==> src/rtl/aes_dec_word_loader.sv <==
// aes_dec_word_loader: packs 32-bit words into key/ciphertext blocks, feeds the AES decrypt cipher, captures its result onto a 128-bit valid/ready output
module aes_dec_word_loader #(
  parameter int SETTLE_CYCLES = 2,
  parameter int BLKCNT_W      = 16
) (
  input  logic                clk,
  input  logic                rst,
  input  logic                in_valid,
  output logic                in_ready,
  input  logic                in_is_key,
  input  logic [31:0]         in_data,
  output logic [127:0]        cipher_datain,
  output logic [127:0]        cipher_key,
  input  logic [127:0]        cipher_dataout,
  output logic                out_valid,
  input  logic                out_ready,
  output logic [127:0]        out_data,
  output logic                key_loaded,
  output logic [BLKCNT_W-1:0] blocks_done
);
  localparam int SW = $clog2(SETTLE_CYCLES + 1);
  typedef enum logic [1:0] {COLLECT, SETTLE, HOLD} state_t;
  state_t state_q, state_d;
  logic [1:0] key_cnt_q, key_cnt_d, data_cnt_q, data_cnt_d;
  logic [SW-1:0] settle_cnt_q, settle_cnt_d;
  logic [127:0] key_q, key_d, din_q, din_d, out_data_q, out_data_d;
  logic out_valid_q, out_valid_d, key_loaded_q, key_loaded_d;
  logic [BLKCNT_W-1:0] blocks_done_q, blocks_done_d;
  logic key_acc, data_acc;
  assign in_ready = (state_q == COLLECT) && (in_is_key ? data_cnt_q == 2'd0 : key_loaded_q);
  assign key_acc = in_valid && in_ready && in_is_key;
  assign data_acc = in_valid && in_ready && !in_is_key;
  assign cipher_datain = din_q;
  assign cipher_key = key_q;
  assign out_valid = out_valid_q;
  assign out_data = out_data_q;
  assign key_loaded = key_loaded_q;
  assign blocks_done = blocks_done_q;
  always_comb begin
    state_d = state_q;
    key_cnt_d = key_cnt_q;
    data_cnt_d = data_cnt_q;
    settle_cnt_d = settle_cnt_q;
    key_d = key_q;
    din_d = din_q;
    out_data_d = out_data_q;
    out_valid_d = out_valid_q;
    key_loaded_d = key_loaded_q;
    blocks_done_d = blocks_done_q;
    if (key_acc) begin
      key_d = {key_q[95:0], in_data};
      key_cnt_d = key_cnt_q + 2'd1;
      key_loaded_d = (key_cnt_q == 2'd3) ? 1'b1 : (key_cnt_q == 2'd0) ? 1'b0 : key_loaded_q;
    end
    if (data_acc) begin
      din_d = {din_q[95:0], in_data};
      data_cnt_d = data_cnt_q + 2'd1;
      if (data_cnt_q == 2'd3) begin
        state_d = SETTLE;
        settle_cnt_d = SW'(SETTLE_CYCLES - 1);
      end
    end
    if (state_q == SETTLE) begin
      settle_cnt_d = (settle_cnt_q != '0) ? settle_cnt_q - SW'(1) : settle_cnt_q;
      if (settle_cnt_q == '0) begin
        out_data_d = cipher_dataout;
        out_valid_d = 1'b1;
        state_d = HOLD;
      end
    end
    if (state_q == HOLD && out_ready) begin
      out_valid_d = 1'b0;
      blocks_done_d = blocks_done_q + BLKCNT_W'(1);
      state_d = COLLECT;
    end
  end
  always_ff @(posedge clk) begin
    if (rst) begin
      state_q <= COLLECT;
      key_cnt_q <= '0;
      data_cnt_q <= '0;
      settle_cnt_q <= '0;
      key_q <= '0;
      din_q <= '0;
      out_data_q <= '0;
      out_valid_q <= 1'b0;
      key_loaded_q <= 1'b0;
      blocks_done_q <= '0;
    end else begin
      state_q <= state_d;
      key_cnt_q <= key_cnt_d;
      data_cnt_q <= data_cnt_d;
      settle_cnt_q <= settle_cnt_d;
      key_q <= key_d;
      din_q <= din_d;
      out_data_q <= out_data_d;
      out_valid_q <= out_valid_d;
      key_loaded_q <= key_loaded_d;
      blocks_done_q <= blocks_done_d;
    end
  end
endmodule

==> config.mk <==
export PLATFORM = sky130hd
export DESIGN_NAME = aes_dec_word_loader
export DESIGN_NICKNAME = d
export VERILOG_FILES = /design/src/rtl/aes_dec_word_loader.sv
export SDC_FILE = /design/constraint.sdc
export NUM_CORES = 1
export LEC_CHECK = 0
export CAP_MARGIN = 20
export CORE_AREA = 2 2 219 221
export DETAILED_ROUTE_END_ITERATION = 12
export DIE_AREA = 0 0 221 223
export GPL_ROUTABILITY_DRIVEN = 0
export GPL_TIMING_DRIVEN = 0
export HOLD_SLACK_MARGIN = 0.1
export MAX_ROUTING_LAYER = met4
export PLACE_DENSITY_LB_ADDON = 0.12
export SLEW_MARGIN = 20
export SYNTH_ARGS = -nofsm -noshare
export SYNTH_HDL_FRONTEND = slang
export SYNTH_SLANG_ARGS = --single-unit
==> constraint.sdc <==
create_clock -name clk -period 2.5 [get_ports clk]
set_input_delay 0.5 -clock clk [delete_from_list [all_inputs] [get_ports clk]]
set_output_delay 0.5 -clock clk [all_outputs]
set_load 0.02 [all_outputs]
-- After elaboration in Yosys (flattened, before gate mapping)
Index checks and enable logic that the tools add are counted.
- register bits: 410
- input port bits: 165
- equality and inequality tests: 5
- $add $sub $neg: 4
- reductions and logical operators: 18
- multiplexer cells: 11
- operators by type and width (operator ; count):
    16-bit by 1-bit adder with 16-bit output, second input constant ; 1
    2-bit 2-to-1 mux ; 8
    2-bit zero test ; 4
    2-bit nonzero test ; 4
    2-bit == test, second input constant ; 3
    1-bit logical AND ; 5
    2-bit by 1-bit adder with 2-bit output, second input constant ; 2
    2-bit AND reduction ; 2
    1-bit 2-to-1 mux ; 3
    3-bit AND reduction ; 1
    2-bit by 1-bit == test with 1-bit output, second input constant ; 1
    2-bit by 1-bit != test with 1-bit output, second input constant ; 1
    2-bit OR reduction ; 1
    2-bit by 1-bit subtractor with 2-bit output, second input constant ; 1
    1-bit zero test ; 1

-- Longest topological paths before layout
- depth in word-level cells: 8
- mapped depth: 8

-- Worst setup path before layout
Ideal clock, no wire load.
- path type: input to output
- from: input in_is_key
- to: output in_ready
- slack: 0.745 ns
- arrival: 1.255 ns
- path buffers: 0
- stages on the path: 2
- data required time: 2.000 ns
- cell sequence: nand2b_1 > a211oi_1
- cells in the longest elaborated chain, start to end: 2
- RTL lines (item ; RTL line ; source):
    from (decl) ; 10 ; input logic in_is_key,
    1-bit 2-to-1 mux ; 30 ; assign in_ready = (state_q == COLLECT) && (in_is_key ? data_cnt_q == 2'd0 : key_loaded_q);
    1-bit logical AND ; 30 ;
    to (decl) ; 9 ; output logic in_ready,
No other way between the ends.

-- Final worst setup path
- from: register data_cnt_q[0]
- to: output in_ready
- cells in the longest elaborated chain, start to end: 3
- RTL lines (item ; RTL line ; source):
    from (decl) ; 24 ; logic [1:0] key_cnt_q, key_cnt_d, data_cnt_q, data_cnt_d;
    from (signal assigned) ; 92 ; data_cnt_q <= data_cnt_d;
    2-bit zero test ; 30 ;
    1-bit 2-to-1 mux ; 30 ;
    1-bit logical AND ; 30 ;
No other way between the ends.

==> impl_metrics.ini <==
[run_status]
status = completed

[timing]
rsz0062_at_grt = no
min_period_over_period = 0.9584
slew_violations = 0
setup_viol = 0
fin_crit_ns = 2.396
final_hold_viol_count = 0
skew_ns = 0.01263
worst_pin_slew_ns = 0.7643
slew_headroom = 0.4904
max_freq_mhz = 417.4
hold_ws_ns = 0.4521

[die]
core_area_mm2 = 0.04715
die_h_um = 223
initial_core_util = 0.3071
row_count = 80
die-area_mm2 = 0.04928
die_w_um = 221
io_pins = 568

[cells_and_area]
finalInstanceArea_mm2 = 0.02249
register_area_mm2 = 0.008208
multi_input_area_mm2 = 0.005456
fillCellCount = 4713
final_cells = 3069
final_nets = 2586
layout-drive-gt1-share = 0.05762
post-route-util = 0.4770
syn_to_final_growth_pct = 55.30

[routing]
via_per_inst = 4.637
num_vias = 14230
drc = 0
detail_route.wl_per_cell_um = 18.98
initialDrtViolationCount = 680
ant_nets = 0
first_pass_iters = 6
wl_um = 58240

[run]
maxCapViolations = 0

[critical_path]
cp-end-kind = output pin
cp_slowest_stage_delay_ns = 0.42
crit_type = reg2out
worst_ep_arrival_time_ns = 1.90
worst_path_max_delay_cell = dlygate4sd1_1
cp_top_family = buffers and inverters
critical_path_required_ns = 2.00
r2r_start = settle_cnt_q[0]$_SDFFE_PP0P_
crit_buf_inv = 2
critPathLaunchType = flip-flop
cp_max_fo = 4
crit_path_cell_trace = inv_1 > ha_1 > nand2_1 > a211oi_1 > dlygate4sd1_1
cp-startpoint = data_cnt_q[0]$_SDFFE_PP0N_

[yosys]
ys_ff_latch = 410
synth-main-ff-cell = dfxtp_1
synth_commonest_cells = nand2_1, dfxtp_1, a21oi_1, clkbuf_1, buf_6
synthCells = 1802
ys_top_cells_by_area = dfxtp_1, nand2_1, a21oi_1
synth_top_area_frac = 0.5668
yosysSeqAreaShare = 0.5668
synth_edf_count = 0
syn-cell-area_mm2 = 0.01448
synth_most_common_cell = nand2_1
ys_async_sr_fraction = 0
yosysWarnings = 0
syn_area_per_cell_um2 = 8.036
yosys.area.top_type = dfxtp_1
yosysUniqueCellTypes = 37
syn_nets = 1972

[clocking]
cts.path.max_buffers = 3
cts_tree = done
cts_root_buf = clkbuf_16
post_cts_buffers = 0
clock_latency_ns = 0.58
clk_pin_slew_ns = 0.06
cts.sinks = 410
cts-hold-fix-buffers = 0
cts_buffers = 46
cts.htree.levels = 2

[hold_path]
hp-start = out_data[38]$_SDFFE_PP0P_
hold_path_class = reg2reg

[power]
irDropWorstVdd_mv = 0.5682
p_per_area_mw_per_mm2 = 640.0
leakagePower_nw = 7.513

[global_route]
grt.overflow.total = 0
grt_antenna_before_repair = 7
grt_pass1_vias = 13710
grt_max_degree = 15
grt_pass1_wl_um = 86430
grt_usage = 0.2341

[placement]
io_buffer_count = 566
dp.cells = 2983
dpl.hpwl_um = 45880
placed_area_mm2 = 0.02092
[where the power goes]
part	internal, W	total [W]	switching, W
Clock	0.00428	0.00706	0.00279
Combinational	0.000362	0.000723	0.000361
Sequential	0.00657	0.00661	0.0000368
[placed cells by master (no fill, tap or decap), types with 3 or more instances in the layout]
| master | Yosys | final |
|---|---|---|
| nand2_1 | 777 | 777 |
| clkdlybuf4s50_1 | 0 | 565 |
| dfxtp_1 | 410 | 410 |
| a21oi_1 | 394 | 394 |
| clkbuf_1 | 61 | 69 |
| clkbuf_16 | 0 | 46 |
| buf_6 | 32 | 32 |
| buf_2 | 31 | 31 |
| nor2_1 | 15 | 15 |
| clkinv_2 | 0 | 8 |
| diode_2 | 0 | 7 |
| bufinv_16 | 0 | 7 |
| buf_1 | 6 | 6 |
| nand3_1 | 6 | 6 |
| xor2_1 | 6 | 6 |
| xnor2_1 | 6 | 6 |
| clkbuf_8 | 0 | 6 |
| inv_1 | 5 | 5 |
| nand4_1 | 5 | 5 |
| ha_1 | 5 | 5 |
| buf_4 | 4 | 4 |
| o21ai_0 | 4 | 4 |
| or3_1 | 4 | 4 |
| a211oi_1 | 3 | 3 |
| and3_1 | 3 | 3 |
[layer usage]
metal / vias up / GRT usage / share of wire
li1: 7078 / - / -
met3: 82 / 0.04991 / 0.054
met1: 6673 / 0.2851 / 0.43
met2: 399 / 0.3862 / 0.48
met5: - / - / 0
met4: 0 / 0.07707 / 0.029
[final timing paths]
check                                            endpoint  slack [ns]  cells after the start
worst max-delay path                             in_ready        0.10                      5
worst min-delay path            out_data[38]$_SDFFE_PP0P_        0.45                      2
worst max register to register  out_data[24]$_SDFFE_PP0P_        0.34                      7
worst min register to register  out_data[38]$_SDFFE_PP0P_        0.45                      2
[what timing repair did]
| action | CTS | global route |
|---|---|---|
| endpoints found under the hold margin | 0 | 0 |
| gates resized for setup | 1 | 2 |
| setup endpoints to repair | 1 | 1 |
[cells by family (layout without fill, tap and decap cells)]
logic type,after synthesis,count (layout),synth area share
and+or+nand+nor,830,830,0.2232
DFF,410,410,0.5668
AOI/OAI and AO/OA,405,405,0.1414
buffers and inverters,139,784,0.05634
xor gates and xnor gates,12,12,0.007258
adders and majority gates,5,5,0.004320
muxes,1,1,0.0006913
other,0,7,0
[worst min-delay path, stage by stage (launching register included)]
cell     delay (ns)
dfxtp_1        0.31
nand2_1        0.05
a21oi_1        0.05
[stage by stage]
stage	setup TNS [ns]	total power [W]	setup WS, ns
2_1_floorplan	0	0.007008	0.7446
3_3_place_gp	-0.07971	0.007475	-0.07389
3_5_place_dp	-0.1248	0.007477	-0.08637
4_1_cts	0	0.01457	0.03348
5_1_grt	0	0.01486	0.005317
6_report	0	0.01439	0.1040
[state kept, by name (all words and copies together) (netlist names)]
name	cells
data_cnt_q	2
key_cnt_q	2
cipher_key	128
settle_cnt_q	2
out_data	128
out_valid	1
cipher_datain	128
key_loaded	1
blocks_done	16
state_q	2
[area by class of cell]
type,instances,share of cell area
multi-input cells,1253,0.2426
diodes,7,0.0007789
inverters,5,0.0008346
flip-flops and latches,410,0.3650
clock inverters,19,0.01302
repair buffers,566,0.2519
plain buffers,134,0.03544
well taps,615,0.03422
clock buffers,60,0.05620
Note: power is estimated with default switching activity, not from simulation.
